[config.mk]
export PLATFORM = sky130hd
export DESIGN_NAME = readout_sequencer
export DESIGN_NICKNAME = d
export VERILOG_FILES = /design/src/rtl/readout_sequencer.sv
export SDC_FILE = /design/constraint.sdc
export NUM_CORES = 1
export LEC_CHECK = 0
export ABC_CLOCK_PERIOD_IN_PS = 1900
export BUFFER_PORTS_ARGS = -buffer_cell sky130_fd_sc_hd__buf_2
export CAP_MARGIN = 0
export CORE_ASPECT_RATIO = 1.2
export CORE_MARGIN = 2
export CORE_UTILIZATION = 55
export CTS_BUF_LIST = sky130_fd_sc_hd__clkbuf_4 sky130_fd_sc_hd__clkbuf_8
export CTS_CLUSTER_DIAMETER = 40
export DETAILED_ROUTE_END_ITERATION = 16
export PLACE_DENSITY_LB_ADDON = 0.3
export SYNTH_ARGS = -nofsm -noshare
export SYNTH_HDL_FRONTEND = slang
export SYNTH_SLANG_ARGS = --single-unit
[constraint.sdc]
create_clock -name spi_clk -period 1.9 [get_ports spi_clk]
set_input_delay 0.19 -clock spi_clk [delete_from_list [all_inputs] [get_ports spi_clk]]
set_output_delay 0.19 -clock spi_clk [all_outputs]
set_load 0.02 [all_outputs]
[src/rtl/readout_sequencer.sv]
// Register address generator for the POCI readout mux: decodes the command byte, then steps per data byte.
// Build option READOUT_SKIP_EMPTY_EN: read bursts skip channel blocks whose hit flag is clear.
module readout_sequencer #(
   parameter int CH_N = 8
) (
   input  logic            spi_clk,
   input  logic            full_rstn,
   input  logic            pico,
   input  logic [CH_N-1:0] ch_hit,
   output logic [6:0]      addr,
   output logic            rd_mode,
   output logic            byte_done,
   output logic [CH_N-1:0] ch_ack,
   output logic            burst_end
);

   localparam logic       ST_CMD    = 1'b0;
   localparam logic       ST_DATA   = 1'b1;
   localparam logic [6:0] SPI_LAST  = 7'd9;
   localparam logic [6:0] IDLE_ADDR = 7'd127;
   // Last register of the highest channel (66 for eight channels).
   localparam logic [6:0] MAP_LAST  = 7'(7 * CH_N + 10);

   logic            state_reg;
   logic [2:0]      bit_cnt_reg;
   logic [6:0]      cmd_shift_reg;
   logic [6:0]      addr_reg;
   logic [6:0]      addr_next;
   logic [6:0]      linear_next;
   logic            rd_mode_reg;
   logic            byte_done_reg;
   logic [CH_N-1:0] ch_ack_reg;
   logic [CH_N-1:0] is_last;
   logic            byte_end;

   assign byte_end    = (bit_cnt_reg == 3'd7);
   assign linear_next = (addr_reg < MAP_LAST) ? addr_reg + 7'd1 : IDLE_ADDR;

   genvar gi;
   generate
      for (gi = 0; gi < CH_N; gi++) begin : g_last
         localparam int LAST_I = (gi == 0) ? 17 : 18 + 7 * (gi - 1) + 6;
         assign is_last[gi] = (addr_reg == 7'(LAST_I));
      end
   endgenerate

`ifdef READOUT_SKIP_EMPTY_EN
   logic [6:0]      ch_base [CH_N];
   logic [CH_N-1:0] passed;
   logic [CH_N-1:0] eligible;
   logic [6:0]      jump_addr;
   logic [6:0]      skip_next;

   generate
      for (gi = 0; gi < CH_N; gi++) begin : g_skip
         localparam int BASE_I = (gi == 0) ? 10 : 18 + 7 * (gi - 1);
         localparam logic [CH_N-1:0] LOWER = CH_N'((64'd1 << gi) - 64'd1);
         assign ch_base[gi] = 7'(BASE_I);
         // Channel gi lies beyond the block whose last register is being read.
         assign passed[gi]  = |(is_last & LOWER);
      end
   endgenerate

   assign eligible = ch_hit & ((addr_reg == SPI_LAST) ? {CH_N{1'b1}} : passed);

   always_comb begin
      jump_addr = IDLE_ADDR;
      for (int j = CH_N - 1; j >= 0; j--) begin
         if (eligible[j]) begin
            jump_addr = ch_base[j];
         end
      end
   end

   always_comb begin
      skip_next = linear_next;
      if ((addr_reg == SPI_LAST) || (|is_last)) begin
         skip_next = jump_addr;
      end
   end

   assign addr_next = rd_mode_reg ? skip_next : linear_next;
`else
   logic unused_hit;
   assign unused_hit = ^ch_hit;
   assign addr_next  = linear_next;
`endif

   always_ff @(posedge spi_clk or negedge full_rstn) begin
      if (!full_rstn) begin
         state_reg     <= ST_CMD;
         bit_cnt_reg   <= 3'd0;
         cmd_shift_reg <= 7'd0;
         addr_reg      <= 7'd0;
         rd_mode_reg   <= 1'b0;
         byte_done_reg <= 1'b0;
         ch_ack_reg    <= '0;
      end else begin
         bit_cnt_reg   <= bit_cnt_reg + 3'd1;
         byte_done_reg <= byte_end;
         ch_ack_reg    <= '0;
         if (state_reg == ST_CMD) begin
            cmd_shift_reg <= {cmd_shift_reg[5:0], pico};
            if (byte_end) begin
               rd_mode_reg <= cmd_shift_reg[6];
               addr_reg    <= {cmd_shift_reg[5:0], pico};
               state_reg   <= ST_DATA;
            end
         end else if (byte_end) begin
            addr_reg   <= addr_next;
            ch_ack_reg <= is_last & {CH_N{rd_mode_reg}};
         end
      end
   end

   assign addr      = addr_reg;
   assign rd_mode   = rd_mode_reg;
   assign byte_done = byte_done_reg;
   assign ch_ack    = ch_ack_reg;
   assign burst_end = (addr_reg == IDLE_ADDR);

endmodule

## After elaboration in Yosys (flattened, before gate mapping)

Index checks and enable logic that the tools add are counted.

- $lt $le $gt $ge: 1
- Eq/ne operators: 10
- Bitwise gates (word level): 2
- Reductions and logical operators: 1
- Muxes and demuxes: 8
- $add $sub $neg: 2

Operator list:

| cell | count |
|---|---|
| equality test 7 x 6 -> 1 bit, second input constant | 4 |
| 2-to-1 mux 7 bit | 4 |
| equality test 7 x 5 -> 1 bit, second input constant | 3 |
| 2-to-1 mux 8 bit | 2 |
| equality test 7 bit, second input constant | 2 |
| bitwise AND 8 bit | 1 |
| adder 7 x 1 -> 7 bit, second input constant | 1 |
| less-than comparator 7 bit, second input constant | 1 |
| adder 3 x 1 -> 3 bit, second input constant | 1 |
| equality test 3 bit, second input constant | 1 |
| 2-to-1 mux 1 bit | 2 |
| AND reduction 2 bit | 1 |
| NOT 1 bit | 1 |

- Bits of input ports: 11
- Output and inout port bits: 18
- Register bits: 28

## Depth between registers and ports, before layout

- Depth in word-level cells: 4
- Depth in mapped cells: 6
- Depth with buffers taken out: 5

## Least setup slack after synthesis

Ideal clock, no wire load.

- Path kind: register to output
- From: reg addr_reg[1], in the netlist addr[1]
- To: out burst_end
- Data arrival time: 1.377 ns
- Stages on the path, launching flop included: 4
- Buffers on the path: 0
- Path slack: 0.333 ns
- Cell sequence: dfrtp_1 -> ha_1 -> nand3_1 -> nor3_1

- Longest elaborated chain between the ends: 1

Ends and longest elaborated chain:

| element | RTL line | RTL |
|---|---|---|
| start, declared | 27 | `logic [6:0] addr_reg;` |
| start signal, assigned | 106 | `addr_reg <= {cmd_shift_reg[5:0], pico};` |
| start signal, assigned | 110 | `addr_reg <= addr_next;` |
| equality test 7 bit | 120 | `assign burst_end = (addr_reg == IDLE_ADDR);` |
| end, declared | 14 | `output logic burst_end` |

Every way passes these cells.

## Worst setup path after layout

Ends and elaborated chain as after synthesis.

==> flow_summary.toml <==
[synthesis]
synth_compound_area_frac = 0.1146
synth_top_area_share = 0.5534
synth_edf_count = 0
synth.cell_area_sq_um = 1266
synth_area_per_cell_sq_um = 11.51
yosysTopAreaCell = "dfrtp_1"
synth.area.mux_share = 0.06225
synth-simple-area-share = 0.1621
syn_nets = 127
ys_seq_area_frac = 0.5534
synth_xor_xnor_area_share = 0
synthFlopType = "dfrtp_1"
synthTopCellsByArea = "dfrtp_1 55%, mux2_2 6.2%, ha_1 5.9%"
synth_async_sr_flop_share = 1.000
synth_cells = 110
yosysWarningCount = 0
synthAdderAreaFrac = 0.05929
ys_ff_latch = 28
yosysUniqueCellTypes = 32
synth_top_family_by_area = "simple AND/OR/NAND/NOR gates"

[clock_tree]
cts-htree-levels = 1
cts_buffer_depth = 2
cts_setup_buffers = 0
clk_pin_slew_ns = 0.13
insertion_delay_ns = 0.32
cts.sinks = 28
cts_root_buf = "clkbuf_4"
cts_made_buffers = 3
cts_tree = "done"

[cells_and_area]
multiInputGateArea_sq_um = 504.2
final_cells = 164
final_layout_size_suffix_gt1_frac = 0.3083
regArea_sq_um = 700.7
num_antenna_cells = 0
nNetsFinal = 152
finish.instance_area_sq_um = 1440
largest_register_ffs = 8
n_fill_cell = 205
synthToLayoutAreaGrowth_pct = 13.74

[power]
p_int_mw = 0.8149
pwr_density_cell_nw_per_um2 = 828.4
vdd_drop_max_uv = 601.1
p_seq_frac = 0.556
p_total_mw = 1.193
p_clk_frac = 0.192
sw_frac_of_total = 0.3169
power_frac_comb = 0.252
p_leak_nw = 0.7129
netSwitchingPower_mw = 0.3780

[critical_path]
critPathCaptureType = "output port"
path_buf_inv = 1
slowest_delay_ns = 0.45
reg2regPathDepth = 4
cp.arrival_ns = 1.58
worst-setup-path-type = "reg2out"
crit_fanout = 6
cp.depth = 4
path_cells = "ha_1 -> nand3_1 -> nor3_1 -> buf_2"
critPathRequiredTime_ns = 1.71
slowest_stage = "dfrtp_1"
path_delay_family = "flip-flops"
worst_setup_path_start_kind = "register"

[grt]
grt_pass1_wl_microns = 3995
grt-ovfl-total = 0
grt_pass1_vias = 890
antenna_found_initial = 0
grt_max_degree = 29
grtUsageTotal = 0.2070

[run]
drv_cap = 0

[drt]
routedWlPerCell_microns = 14.21
vias = 920
via_per_inst = 5.610
drtAntennaViolNets = 0
route.detailed.drc = 0
drt_pass1_iterations = 4
drtIter0Drc = 17
wirelength_microns = 2330

[sta]
finalSetupViolations = 0
period_needed_ns = 1.765
hold_viol_final = 0
rsz0062_at_grt = "false"
fin_crit_sh = 0.9292
worstMarginPinSlew_ns = 0.5928
clock-skew-final_ns = 0.002976
slew_headroom = 0.6048
slew_violations = 0
fmax_mhz = 566.4
finalSetupTns_ns = 0

[placement]
place_congestion = 0.8779
hpwlAfterDp_microns = 1713
placedCellCount = 160
numPortBuffers = 20
place_area_sq_um = 1408

[outcome]
status = "completed"

[floorplanning]
fp.dieArea_sq_um = 2704
initial_core_util = 0.5666
fp.dieH_microns = 56.56
fp.dieW_microns = 47.80
floorplan.core_area_sq_um = 2235
ios = 29
rows = 19

[worst_hold_path]
holdPathStages = 2
hold_path_class = "in2reg"
-- cell type report --
| cell class | instances | share of cell area |
|---|---|---|
| clock buffers | 3 | 0.01564 |
| inverters | 7 | 0.01825 |
| well taps | 31 | 0.02693 |
| repair buffers | 26 | 0.1025 |
| flip-flops and latches | 28 | 0.4865 |
| multi-input cells | 69 | 0.3501 |
-- path summary, 6_finish.rpt --
| path | start | endpoint | slack (ns) |
|---|---|---|---|
| setup / recovery | addr[1]$_DFFE_PN0P_ | burst_end | 0.13 |
| hold / removal | pico | cmd_shift_reg[0]$_DFFE_PN0N_ | 0.11 |
| setup reg to reg | addr[3]$_DFFE_PN0P_ | addr[5]$_DFFE_PN0P_ | 0.32 |
| hold reg to reg | bit_cnt_reg[0]$_DFF_PN0_ | bit_cnt_reg[0]$_DFF_PN0_ | 0.43 |
| max in group asynchronous | full_rstn | ch_ack[0]$_DFF_PN0_ | 1.13 |
| min in group asynchronous | full_rstn | rd_mode$_DFFE_PN0P_ | 0.39 |
-- through the flow --
step	hold WS, ns	util	worst slack (ns)
2_1_floorplan	-0.1056	-	0.3334
3_3_place_gp	0.2107	0.6299	0.3939
3_5_place_dp	0.2263	0.6299	0.3715
4_1_cts	0.1031	0.6445	0.1346
5_1_grt	0.09964	0.6445	0.003523
6_report	0.1135	0.6445	0.1346
-- worst reg2reg max path: stages (launching register included) --
cell     delay [ns]
dfrtp_1        0.40
nor2_1         0.26
a41oi_2        0.29
o32ai_1        0.38
a22oi_1        0.12
-- cell families (layout without fill, tap and decap cells) --
kind of cell             after synthesis  count (layout)
adder cells (fa/ha/maj)                6               6
buffers and inverters                 13              36
AND/OR/NAND/NOR                       37              37
AO/OA/AOI/OAI                         19              19
flip-flops                            28              28
multiplexers                           7               7
-- power by group through the flow --
stage	logic, mW	registers [mW]	clock network, mW
after floorplan	0.164	0.706	0
after global placement	0.290	0.672	0
after detailed placement	0.296	0.674	0
after CTS	0.300	0.663	0.238
after global routing	0.330	0.669	0.266
final	0.301	0.663	0.229
-- repair_timing --
item                      CTS  global route
hold endpoints to repair   28             0
hold buffers                1             0
resized for setup           0             0
-- cell usage after synthesis, types with 3 or more instances --
cell type and count:
a21oi_1 3, and3_1 5, buf_2 3, dfrtp_1 28, ha_1 6, inv_1 7
mux2_2 7, nand2_1 6, nand3_1 3, nor2_1 6, nor2b_1 3, nor3_1 5
o21ai_0 3
-- layer usage --
layer | wire, microns | vias up | GRT usage
met5 | 0 | - | 0
met4 | 55 | 0 | 0.1081
met3 | 111 | 6 | 0.03215
met2 | 1203 | 31 | 0.3143
met1 | 960 | 448 | 0.2743
li1 | - | 435 | -
-- cells in the final DEF, fill, tap and decap left out, types with 5 or more instances in the layout --
cell and instances:
buf_2 20, nand2_1 6, dfrtp_1 28, mux2_2 7, buf_4 5, ha_1 6, inv_1 7, nor3_1 5
nor2_1 6, and3_1 5
Power figures use the tool's default switching activity.
